**config.mk**
```make
export PLATFORM = sky130hd
export DESIGN_NAME = dbus_arbiter
export DESIGN_NICKNAME = d
export VERILOG_FILES = /design/src/rtl/dbus_arbiter.sv
export SDC_FILE = /design/constraint.sdc
export NUM_CORES = 1
export LEC_CHECK = 0
export ABC_AREA = 0
export CAP_MARGIN = 15
export CORE_AREA = 5 5 119 121
export CTS_BUF_LIST = sky130_fd_sc_hd__clkbuf_8
export CTS_CLUSTER_SIZE = 28
export DETAILED_ROUTE_END_ITERATION = 8
export DIE_AREA = 0 0 124 126
export HOLD_SLACK_MARGIN = 0.06
export PLACE_DENSITY = 0.86
export SYNTH_ARGS = -nofsm -noshare
export SYNTH_HDL_FRONTEND = slang
export SYNTH_SLANG_ARGS = --single-unit
```
**constraint.sdc**
```tcl
create_clock -name clk -period 4.15 [get_ports clk]
set_input_delay 1.245 -clock clk [delete_from_list [all_inputs] [get_ports clk]]
set_output_delay 1.245 -clock clk [all_outputs]
set_load 0.05 [all_outputs]
```
**src/rtl/dbus_arbiter.sv**
```systemverilog
// Data-bus arbiter: serialises the two Memory-stage slot requests onto one core
// data bus. Slot 1 always wins, and the granted request is held until addr_ok.
package dbus_pkg;

  typedef struct packed {
    logic        valid;
    logic [31:0] addr;
    logic [1:0]  size;
    logic [3:0]  strobe;
    logic [31:0] data;
  } dbus_req_t;

  typedef struct packed {
    logic        addr_ok;
    logic        data_ok;
    logic [31:0] data;
  } dbus_resp_t;

endpackage

module dbus_arbiter
  import dbus_pkg::*;
(
  input  logic       clk,
  input  logic       reset,
  input  dbus_req_t  dreq_1,
  input  dbus_req_t  dreq_2,
  output dbus_resp_t dresp_1,
  output dbus_resp_t dresp_2,
  output dbus_req_t  dreq,
  input  dbus_resp_t dresp,
  input  logic       advance
);

  typedef enum logic [1:0] {S_IDLE, S_REQ, S_WAIT} state_e;
  typedef enum logic {OWN_1, OWN_2} owner_e;

  state_e     state_q, state_d;
  owner_e     owner_q, owner_d;
  dbus_req_t  held_q, held_d;
  logic       served_1_q, served_1_d;
  logic       served_2_q, served_2_d;

  dbus_resp_t fwd;
  logic       complete;

  // NOTE: every signal written here gets a default first, so no path can
  // leave a value unassigned and infer a latch.
  always_comb begin
    state_d  = state_q;
    owner_d  = owner_q;
    held_d   = held_q;
    dreq     = '0;
    fwd      = '0;
    complete = 1'b0;

    unique case (state_q)
      S_IDLE: begin
        if (dreq_1.valid && !served_1_q) begin
          held_d  = dreq_1;
          owner_d = OWN_1;
          state_d = S_REQ;
        end else if (dreq_2.valid && !served_2_q) begin
          held_d  = dreq_2;
          owner_d = OWN_2;
          state_d = S_REQ;
        end
      end
      S_REQ: begin
        dreq         = held_q;
        dreq.valid   = 1'b1;
        fwd.addr_ok  = dresp.addr_ok;
        // A data_ok arriving before addr_ok is a bus error and is dropped.
        fwd.data_ok  = dresp.addr_ok & dresp.data_ok;
        fwd.data     = dresp.data;
        if (dresp.addr_ok) begin
          complete = dresp.data_ok;
          state_d  = dresp.data_ok ? S_IDLE : S_WAIT;
        end
      end
      S_WAIT: begin
        fwd.data_ok = dresp.data_ok;
        fwd.data    = dresp.data;
        if (dresp.data_ok) begin
          complete = 1'b1;
          state_d  = S_IDLE;
        end
      end
      default: state_d = S_IDLE;
    endcase

    dresp_1 = (owner_q == OWN_1) ? fwd : '0;
    dresp_2 = (owner_q == OWN_2) ? fwd : '0;

    // A dropped valid yields to a completing access; advance beats both.
    served_1_d = served_1_q;
    if (!dreq_1.valid)                   served_1_d = 1'b0;
    if (complete && (owner_q == OWN_1))  served_1_d = 1'b1;
    if (advance)                         served_1_d = 1'b0;

    served_2_d = served_2_q;
    if (!dreq_2.valid)                   served_2_d = 1'b0;
    if (complete && (owner_q == OWN_2))  served_2_d = 1'b1;
    if (advance)                         served_2_d = 1'b0;
  end

  // NOTE: state registers use non-blocking assignments so every flop samples
  // the pre-edge values regardless of statement order.
  always_ff @(posedge clk) begin
    if (reset) begin
      state_q    <= S_IDLE;
      owner_q    <= OWN_1;
      held_q     <= '0;
      served_1_q <= 1'b0;
      served_2_q <= 1'b0;
    end else begin
      state_q    <= state_d;
      owner_q    <= owner_d;
      held_q     <= held_d;
      served_1_q <= served_1_d;
      served_2_q <= served_2_d;
    end
  end

  a_no_early_data_ok: assert property (
    @(posedge clk) disable iff (reset)
      (state_q == S_REQ && dresp.data_ok) |-> dresp.addr_ok
  ) else $error("dbus_arbiter: data_ok without addr_ok during REQ");

endmodule

```
==> results of run 1 <==
-- worst max-delay path, delay by kind of cell (launching register included) --
family / cells / cell delay [ps]
and+or+nand+nor: 1 / 190
adders and majority gates: 1 / 380
buffers and inverters: 3 / 1300
DFF: 1 / 330
-- logic make-up (layout without fill, tap and decap cells) --
family          count (synthesis)  in the layout  synth area share
compound gates                 78             78             0.136
other cells                     0              1                 0
simple gates                  225            225             0.283
buf+inv                        49            348            0.0542
flops                          75             75             0.351
fa+ha+maj                       4              4            0.0117
mux                            70             70             0.164
-- state kept, by name, summed over array words and instances, names as in the netlist --
name and flops:
served_1_q 1, held_q 70, served_2_q 1, state_q 2
owner_q 1
-- synthesized netlist by cell type (all sizes together) (2+ instances only) --
cell    instances
nor3            5
and2          134
dfxtp          75
nor2b           2
buf            24
mux2i          70
inv             4
nand2           2
a211oi         70
nor2           76
clkbuf         21
ha              4
a21oi           6
nand2b          4
-- layer usage --
| metal | global-route usage | vias up | part of all wire |
|---|---|---|---|
| li1 | - | 2306 | - |
| met1 | 0.198 | 1989 | 0.33 |
| met2 | 0.370 | 185 | 0.52 |
| met3 | 0.0646 | 39 | 0.10 |
| met4 | 0.107 | 0 | 0.042 |
| met5 | 0 | - | 0 |
-- stage by stage --
step	area [µm²]	utilization	instances	hold WS [ps]
finish	8400	0.647	977	494
global route	8400	0.647	977	508
CTS	8390	0.647	976	499
detailed placement	8220	0.633	960	487
global placement	8220	0.633	960	475
floorplan	4270	-	501	463
-- cell type report --
class,count,area (µm²),share of cell area
antenna,1,2.50,0.000298
timing repair buffer,328,3930,0.468
sequential,75,1500,0.179
multi-input combinational,377,2550,0.304
clock inverter,7,50.0,0.00596
clock buffer,9,124,0.0148
tap,176,220,0.0262
inverter,4,15.0,0.00179
-- final timing paths --
| path | to | slack [ps] | cells past startpoint |
|---|---|---|---|
| hold / removal | held_q[68]$_SDFFE_PP0P_ | 490 | 2 |
| hold reg to reg | held_q[68]$_SDFFE_PP0P_ | 490 | 2 |
| setup / recovery | dreq[65] | 330 | 5 |
| setup reg to reg | held_q[17]$_SDFFE_PP0P_ | 2110 | 7 |
-- power by group through the flow --
stage / registers [mW] / logic (mW) / clock network [mW]
after floorplan: 0.865 / 0.589 / 0
after global placement: 0.872 / 0.998 / 0
after detailed placement: 0.878 / 1.01 / 0
after CTS: 0.861 / 1.02 / 0.529
after global routing: 0.874 / 1.08 / 0.559
final: 0.860 / 1.01 / 0.507
==> key figures, run 1 <==
Status
  – Status: completed

Pwr
  – Leak pwr: 3.41 nW
  – Int Pwr: 1.49 mW
  – Sequential Power Share: 0.362
  – Logic gate share of total power: 0.424
  – Peak supply drop: 155 µV
  – Final Power: 2.37 mW
  – P_sw: 0.880 mW
  – Switch share: 0.371
  – Clock power frac: 0.214
  – PD cells: 283 nW/µm²

Route
  – Antenna viol nets, final: 0
  – DRC: 0
  – DR pass1 iterations: 4
  – Avg WL per Cell: 16.9 µm
  – Final wirelength: 16500 µm
  – Via count: 4519
  – 1st-iter DRT viols: 187
  – Via density: 4.63

Hold path
  – HP Start: held_q[68]$_SDFFE_PP0P_
  – Tightest Hold Check Type: register to register

Synth
  – EDFF count, synth: 0
  – YS warnings: 0
  – Mapped Cells: 501
  – Mapped Nets: 684
  – Primary FF master, synth: dfxtp_1
  – Sequential share of the synthesized area: 0.351
  – Avg Cell Area, Syn: 8.53 µm²
  – Area leader, netlist: dfxtp_1
  – Synth async-reset ratio: 0
  – Post-Syn Area: 4270 µm²
  – Most area-consuming cells after synthesis: dfxtp_1 (35%), and2_1 (20%), mux2i_1 (16%)
  – Top-area cell type share of the netlist area: 0.351
  – Post-synthesis sequential element count: 75
  – Synth unique cells: 21

STA
  – Max Fclk: 0.262 GHz
  – Total Negative Setup Slacks: 0 ps
  – Tmin final: 3820 ps
  – Final worst slack: 335 ps
  – Tcrit/Tclk final: 0.919
  – Slew HR: 0.454
  – Final setup fails: 0
  – RSZ-0062 raised after global routing: no
  – Slew @ Worst Pin: 819 ps
  – Slew Limit Fails: 0
  – Final Hold Viols: 0
  – Setup Skew: 16.4 ps

Clock tree
  – Clk_lat worst skew: 350 ps
  – CTS Sinks: 75
  – Num CTS Buffers: 9
  – H-tree depth: 3
  – CTS root buf: clkbuf_8
  – Hold Buf Count CTS: 0
  – Clock slew at reported path FFs: 90 ps
  – Deepest clock path buffer count: 2
  – TritonCTS clock tree: built
  – Post-cts sizing count: 0
  – Post-CTS Setup Inserts: 0

Layout
  – Commonest non-fill, non-tap cell in the layout: clkdlybuf4s50_1
  – Layout cells sized above 1: 0.124
  – Commonest cells after routing, fill and taps aside: clkdlybuf4s50_1 (248), and2_1 (134), nor2_1 (76), dfxtp_1 (75)
  – Nets: 978
  – Fill count: 1058
  – Synth-to-Final Area Change: 96.4%

GRT
  – GRT Resource Usage Total: 0.202
  – Total gr overflow: 0
  – Initial antenna violation count: 1
  – Global-route wire length before repair: 24500 µm
  – Vias in the first global route: 4607
  – Largest net degree at the start of global routing: 76

Floorplan
  – Die width: 124 µm
  – # IOs: 318
  – Initial core utilization: 0.329
  – Row count: 42
  – Core area: 13000 µm²
  – Die area: 15600 µm²
  – Die Ht: 126 µm

Run
  – Max Cap Viol: 0

Worst setup path
  – Critical Path, Cell by Cell: inv_1 -> ha_2 -> buf_4 -> and2_1 -> clkdlybuf4s50_1
  – Crit path kind: register to primary output
  – Arr. time, crit path: 2570 ps
  – Critical path capture point type: primary output
  – Largest stage delay on the critical path: 830 ps
  – Critical path required time: 2900 ps
  – Maximum fanout along the worst path: 39
  – CP startpoint: state_q[1]$_SDFFE_PP0P_
  – Crit-path slowest cell: clkdlybuf4s50_1
  – Startpoint Class: register
  – Reg-to-Reg Start: state_q[0]$_SDFFE_PP0P_

Place
  – Place WS: 463 ps
  – IO Port Bufs: 317
  – Post-DP HPWL: 13500 µm
  – GPL Wtd Cong: 0.864
(Power assumes the default switching activity.)
==> inputs of run 2 (changes only) <==
--- a/config.mk
+++ b/config.mk
@@ -14,6 +14,7 @@
 export DIE_AREA = 0 0 124 126
 export HOLD_SLACK_MARGIN = 0.06
 export PLACE_DENSITY = 0.86
+export SKIP_LAST_GASP = 1
 export SYNTH_ARGS = -nofsm -noshare
 export SYNTH_HDL_FRONTEND = slang
 export SYNTH_SLANG_ARGS = --single-unit
==> results of run 2 <==
Final layout, timing and power as in run 1 (identical DEF).
